**src/rtl/life_controller.sv**
```systemverilog
// Game-of-Life board sequencer: tracks the entry grid in SETUP, evolves it in RUN/PAUSE,
// and parks in DONE once the board is stable or extinct.
module life_controller #(
    parameter int TICK_DIV = 25000000,
    parameter int GEN_W    = 8
) (
    input  logic                 clk,
    input  logic                 reset,
    input  logic                 start,
    input  logic                 pause,
    input  logic                 step,
    input  logic                 clear,
    input  logic [7:0][7:0]      init_grid,
    input  logic [7:0][7:0]      next_grid,
    output logic [7:0][7:0]      grid,
    output logic                 freset,
    output logic [1:0]           state,
    output logic [GEN_W-1:0]     gen_count,
    output logic                 tick
);

    localparam int DIV_W = (TICK_DIV > 2) ? $clog2(TICK_DIV) : 1;
    localparam logic [DIV_W-1:0] DIV_LAST = DIV_W'(TICK_DIV - 1);
    localparam logic [GEN_W-1:0] GEN_MAX  = '1;

    typedef enum logic [1:0] {
        S_SETUP = 2'b00,
        S_RUN   = 2'b01,
        S_PAUSE = 2'b10,
        S_DONE  = 2'b11
    } state_t;

    state_t           state_q, state_d;
    logic [7:0][7:0]  grid_q, grid_d;
    logic [GEN_W-1:0] gen_q, gen_d;
    logic [DIV_W-1:0] div_q, div_d;

    logic atTick;
    logic isStable;
    logic isExtinct;
    logic doApply;

    always_ff @(posedge clk) begin
        if (!reset) begin
            state_q <= S_SETUP;
            grid_q  <= '0;
            gen_q   <= '0;
            div_q   <= '0;
        end else begin
            state_q <= state_d;
            grid_q  <= grid_d;
            gen_q   <= gen_d;
            div_q   <= div_d;
        end
    end

    always_comb begin
        atTick    = (state_q == S_RUN) && (div_q == DIV_LAST);
        isStable  = (next_grid == grid_q);
        isExtinct = (next_grid == '0);
    end

    // Priority clear > start > pause > step; an Apply latches next_grid and may end the run.
    always_comb begin
        state_d = state_q;
        grid_d  = grid_q;
        gen_d   = gen_q;
        div_d   = div_q;
        doApply = 1'b0;

        if (clear) begin
            state_d = S_SETUP;
            grid_d  = init_grid;
            gen_d   = '0;
            div_d   = '0;
        end else begin
            unique case (state_q)
                S_SETUP: begin
                    grid_d = init_grid;
                    gen_d  = '0;
                    div_d  = '0;
                    if (start) begin
                        state_d = (init_grid == '0) ? S_DONE : S_RUN;
                    end
                end
                S_RUN: begin
                    if (pause && !start) begin
                        state_d = S_PAUSE;
                    end else begin
                        div_d   = atTick ? '0 : div_q + DIV_W'(1);
                        doApply = atTick;
                    end
                end
                S_PAUSE: begin
                    if (start) begin
                        state_d = S_RUN;
                    end else if (!pause && step) begin
                        doApply = 1'b1;
                    end
                end
                S_DONE: begin
                end
                default: begin
                    state_d = S_SETUP;
                end
            endcase

            if (doApply) begin
                grid_d = next_grid;
                if (!isStable && (gen_q != GEN_MAX)) begin
                    gen_d = gen_q + GEN_W'(1);
                end
                if (isStable || isExtinct) begin
                    state_d = S_DONE;
                end
            end
        end
    end

    assign grid      = grid_q;
    assign gen_count = gen_q;
    assign state     = state_q;
    assign freset    = (state_q == S_SETUP);
    assign tick      = atTick;

endmodule
```
**config.mk**
```make
export PLATFORM = sky130hd
export DESIGN_NAME = life_controller
export DESIGN_NICKNAME = d
export VERILOG_FILES = /design/src/rtl/life_controller.sv
export SDC_FILE = /design/constraint.sdc
export NUM_CORES = 1
export LEC_CHECK = 0
export CAP_MARGIN = 40
export CORE_MARGIN = 2
export CORE_UTILIZATION = 49
export DETAILED_ROUTE_END_ITERATION = 12
export PLACE_DENSITY = 0.85
export RECOVER_POWER = 25
export SLEW_MARGIN = 20
export SYNTH_ARGS = -nofsm -noshare
export SYNTH_HDL_FRONTEND = slang
export SYNTH_SLANG_ARGS = --single-unit
```
**constraint.sdc**
```tcl
create_clock -name clk -period 5.1 [get_ports clk]
set_input_delay 1.02 -clock clk [delete_from_list [all_inputs] [get_ports clk]]
set_output_delay 1.02 -clock clk [all_outputs]
set_load 0.02 [all_outputs]
```
==> run metrics, run 1 <==
TritonCTS clock tree yes; depth of the CTS H-tree 3; Antenna Nets Post-Route 0; critical path type flip-flop to output pin; detailed-route via count ~6800; Syn Nets between 800 and 900; outcome completed; fin crit period 3260 ps; hold_buf cts 0; Rows 39; GPL Wtd Cong roughly 0.98; post-route DRC violation count 0; CTS clk-pin slew, worst paths about 70 ps; mean area per synthesized cell slightly below 8 um^2; die area 12500 um^2; CTS root buffer clkbuf_16; Worst slew margin 49.9%; Ant. Diodes 0; Post-CTS Resized 0; most frequent cells in the layout clkdlybuf4s50_1 (165), nand2_1 (143), dfxtp_1 (99), o21ai_0 (78), a31oi_1 (68); CP Capture Type output pin; Final Skew just over 8 ps; final setup violation count 0; Vert. Die Dim roughly 110 um; TritonRoute pass-1 iters 8; first-pass GRT wire length 34.0 mm; synthesis-to-finish area growth 43.4%; CP Max Fanout 6; post-synthesis register bit count 99; WL per Instance around 21 um; I/O pin count 210; RR Endpoint grid[57]; Post-synth ARST share 0%; commonest non-fill, non-tap cell in the layout clkdlybuf4s50_1; Final #Nets 1063; reg-to-reg slack, setup 2240 ps; Worst Path Required 4080 ps; period utilization approximately 64%; GRT Residual Overflow 0; Startpoint Class flip-flop; total CTS buffers 9; Routed WL roughly 22 mm; share of layout cells above drive strength 1 under 10%; IO Port Bufs between 200 and 250; # Max-Cap Violations 0; Synth Cell Area approximately 5700 um^2; CP Data Arrival Time 2240 ps; Clk Latency, worst-skew pair roughly 350 ps; Sink Count roughly 100; worst reg-to-reg path cell count 8; maximum vdd drop about 0.17 mV; most frequently used flop master after synthesis dfxtp_1; worst r2r src div_q[0]; sequential-to-total area share from yosys stat 34.8%; clk buf depth 2; Initial DRC Count roughly 960; RSZ-0062 raised after global routing no; initial antenna violation count 1; number of enable flip-flop cells after synthesis 0; leak pwr 2.86 nW; fmax just over 300 MHz; post-CTS setup buffer count 0; largest net degree at the start of global routing a little under 80; Total Routing Usage GR around a third; worst setup path endpoint tick; Starting Density 50.0%; Synth warnings 0; worst hold path class flip-flop to flip-flop; HPWL Detailed between 15 and 20 mm; Final Hold Fails 0; die width around 110 um; library cells used by synthesis 55; CORE AREA between 10000 and 15000 um^2; Vias/cell about 6.4; Slew Limit Fails 0; Pwr Density between 200 and 250 nW/um^2; Slew @ Worst Pin 750 ps; final hold slack roughly 510 ps; Gate Count Post-Synth between 700 and 800; number of global-route vias before repair just over 6000; Post-Route Setup TNS 0 ps; Setup crit start div_q[0]
[routing by layer]
metal	GRT usage, %	share of wire, %
met1	46.1	40
met4	15.1	4.5
met2	53.4	45
met3	7.24	11
met5	0	0.059
[worst min-delay path by stage]
stage                         start        end  slack (ps)  depth (start not counted)
after detailed placement   div_q[3]   div_q[3]         490                          1
after global routing       div_q[3]   div_q[3]         530                          1
after CTS                  div_q[3]   div_q[3]         500                          1
final                      div_q[3]   div_q[3]         510                          1
after global placement    div_q[24]  div_q[24]         480                          2
after floorplan           div_q[24]  div_q[24]         450                          2
[cell type report]
| class | count | area (um^2) |
|---|---|---|
| multi-input cells | 590 | 3470 |
| fillers | 906 | 3210 |
| clock inverters | 4 | 73.8 |
| repair buffers | 217 | 2180 |
| inverters | 6 | 22.5 |
| clock buffers | 11 | 253 |
| well taps | 143 | 179 |
| flip-flops and latches | 99 | 1980 |
[state kept, by name, indices dropped and copies added, names as in the netlist]
| signal | count |
|---|---|
| div_q | 25 |
| gen_count | 8 |
| state | 2 |
| grid | 64 |
[report_power, final]
| group | internal [W] | switching, W |
|---|---|---|
| Combinational | 0.000214 | 0.000219 |
| Clock | 0.000454 | 0.000303 |
| Sequential | 0.000808 | 0.0000363 |
| Total | 0.00148 | 0.000559 |
[cell usage after synthesis, types with 5 or more instances]
master    count  area, um^2
xnor2_1      65         569
nor2b_1       5        31.3
xor2_1        6        52.6
o211ai_1      9        67.6
or3_1         5        31.3
nor3_1        9        45.0
nand2_1     143         537
o21ai_0      78         390
a31oi_1      68         425
and3_1        6        37.5
nor4_1       40         250
and2_1        7        43.8
nor2_1       28         105
nand3_1      14        70.1
a21oi_1      23         115
buf_2        10        50.1
ha_1          6        75.1
clkbuf_1     26        97.6
dfxtp_1      99        1980
buf_6         6        67.6
inv_1         6        22.5
nand4_1      31         194
[worst max-delay path: stages (launching register included)]
cell	delay, ps
dfxtp_1	390
ha_1	190
and3_1	230
nand2_1	190
nor3_1	260
clkdlybuf4s50_1	640
[per-stage QoR]
| step | instance area, um^2 | utilization, % | total power [W] | setup WS, ps | instances |
|---|---|---|---|---|---|
| floorplan | 5690 | - | 0.00103 | 2610 | 739 |
| global placement | 7780 | 68.4 | 0.00128 | 1620 | 1052 |
| detailed placement | 7830 | 68.9 | 0.00129 | 1670 | 1055 |
| CTS | 8160 | 71.8 | 0.00203 | 1820 | 1070 |
| global route | 8160 | 71.8 | 0.00209 | 1730 | 1070 |
| finish | 8160 | 71.8 | 0.00203 | 1840 | 1070 |
[logic make-up after synthesis]
group,Yosys count,share of synthesized area [%]
fa+ha+maj,6,1.32
flops,99,34.8
simple gates,308,26.9
xor+xnor,71,10.9
compound gates,205,21.6
buf+inv,50,4.38
Note: power is estimated with default switching activity, not from simulation.
==> run 2, diff against run 1 <==
Settings changed: CORE_UTILIZATION 49 to 41, PLACE_DENSITY 0.85 to 0.76.
Clock period 5.1 ns to 2.85 ns, I/O delays scaled along.
==> run metrics, run 2 (synthesis gave the netlist of run 1 again) <==
Antenna Nets Post-Route 0 (unchanged); slack of the critical path 236 ps (-1610 ps); share of layout cells above drive strength 1 5.29% (+1.6 points); Vert. Die Dim 122 um (+9.0%); Worst slew margin 53.7% (+3.7 points); period utilization approximately 90%; Filler cells 1244 (+37%); Final Skew 11.5 ps (+3.25 ps); maximum vdd drop 0.284 mV (+63%); largest net degree at the start of global routing 103 (+34%); Vias/cell 5.94 (-6.6%); Flop pwr share 42.2% (+0.7 points); Initial DRC Count 644 (-33%); # Max-Cap Violations 0 (unchanged); critical path type primary input to flip-flop; Post-Route Setup TNS 0 ps (unchanged); CP Max Fanout 9 (+3); final setup violation count 0 (unchanged); CTS root buffer clkbuf_16; Rows 43 (+10%); internal power 0.00258 W (+75%); RSZ-0062 raised after global routing no; Sink Count 99 (unchanged); Routed WL 22.5 mm (+1.5%); IO Port Bufs 209 (unchanged); synthesis-to-finish area growth 46.3%; die area 14800 um^2 (+19%); Final Total Pwr 0.00358 W (+76%); Final #Nets 1080 (+1.6%); TritonCTS clock tree yes; clk buf depth 2 (unchanged); initial antenna violation count 0 (-1); commonest non-fill, non-tap cell in the layout clkdlybuf4s50_1; worst hold path class flip-flop to flip-flop; Total Routing Usage GR 29.9% (-4.4 points); HPWL Detailed 17.0 mm (+3.8%); detailed-route via count 6694 (-1.7%); I/O pin count 210 (unchanged); Slew Limit Fails 0 (unchanged); fmax between 300 and 400 MHz; CTS clk-pin slew, worst paths 60 ps (about the same); P_sw 0.00100 W (+79%); Pwr Density 430 nW/um^2 (+72%); total CTS buffers 9 (unchanged); pre-CTS setup slack -40.5 ps (-1710 ps); GPL Wtd Cong 0.925 (-6.1%); Worst Path Required 3090 ps (-990 ps); Final Hold Fails 0 (unchanged); reg-to-reg slack, setup 300 ps (-1940 ps); Slew @ Worst Pin 695 ps (-54.7 ps); Starting Density 41.5% (-8.6 points); Comb power frac 22.0% (+0.7 points); fin crit period about 2600 ps; first-pass GRT wire length 34.1 mm (+0.39%); leak pwr 2.95 nW (+3.1%); number of global-route vias before repair 6087 (-1.3%); CORE AREA 13700 um^2 (+21%); CP Capture Type flip-flop; outcome completed; depth of the CTS H-tree 3 (unchanged); post-route DRC violation count 0 (unchanged); GRT Residual Overflow 0 (unchanged); TritonRoute pass-1 iters 5 (-3); CP Data Arrival Time 2860 ps (+620 ps); hold_buf cts 0 (unchanged); clock network fraction of total power 35.9% (-1.3 points); most frequent cells in the layout clkdlybuf4s50_1 (165), nand2_1 (143), dfxtp_1 (99), o21ai_0 (78), a31oi_1 (68); WL per Instance 20.0 um (-3.5%); Clk Latency, worst-skew pair 350 ps (about the same); Net Sw Frac 28.0% (+0.51 points); die width 122 um (+9.0%); max FFs per register 64 (unchanged); Startpoint Class primary input
-- run 2: final cells by class --
cell class / instances / area (um^2) / area share (%)
antenna: 1 / 2.50 / 0.0301
clock buffer: 16 / 312 / 3.74
inverter: 6 / 22.5 / 0.271
multi-input combinational: 590 / 3470 / 41.7
timing repair buffer: 234 / 2310 / 27.8
tap: 180 / 225 / 2.71
sequential: 99 / 1980 / 23.8
-- run 2: path summary, 6_finish.rpt --
check / cells past startpoint / startpoint / to
worst max register to register: 9 / div_q[0] / grid[9]
worst min register to register: 1 / div_q[3] / div_q[3]
worst min-delay path: 1 / div_q[3] / div_q[3]
worst max-delay path: 7 / next_grid[49] / gen_count[3]
-- run 2: layer usage --
layer  routed length [um]  GRT usage, %  vias to the layer above
met3                 2020          5.43                       62
met1                 9450          39.9                     3175
li1                     -             -                     3121
met4                  964          13.7                        0
met2                10000          46.8                      336
met5                    0             0                        -
-- run 2: power groups by stage --
| stage | Combinational (W) | Sequential (W) | Clock, W |
|---|---|---|---|
| floorplan | 0.000238 | 0.00160 | 0 |
| global placement | 0.000781 | 0.00154 | 0 |
| detailed placement | 0.000784 | 0.00154 | 0 |
| CTS | 0.000789 | 0.00151 | 0.00129 |
| global route | 0.000824 | 0.00151 | 0.00134 |
| finish | 0.000786 | 0.00151 | 0.00128 |
-- run 2: critical path, stage by stage --
cell             delay [ps]
clkdlybuf4s50_1         500
xnor2_1                 410
nand4_1                 170
nor4_1                  360
and4_1                  470
nor2_1                  140
o41ai_1                 230
-- run 2: metrics by stage --
stage / std cells / area [um^2] / utilization [%] / hold slack [ps]
2_1_floorplan: 739 / 5690 / - / 454
3_3_place_gp: 1108 / 8010 / 58.3 / 468
3_5_place_dp: 1109 / 8010 / 58.4 / 485
4_1_cts: 1125 / 8320 / 60.7 / 495
5_1_grt: 1125 / 8320 / 60.7 / 532
6_report: 1126 / 8330 / 60.7 / 489
-- run 2: repair_timing --
action | CTS | global route
resized for setup | 0 | 1
setup endpoints to repair | 0 | 1
setup buffers | 0 | 0
==> run 3, diff against run 2 <==
Settings changed: GPL_ROUTABILITY_DRIVEN set to 0.
==> results of run 3 <==
Final layout, timing and power as in run 2 (identical DEF).
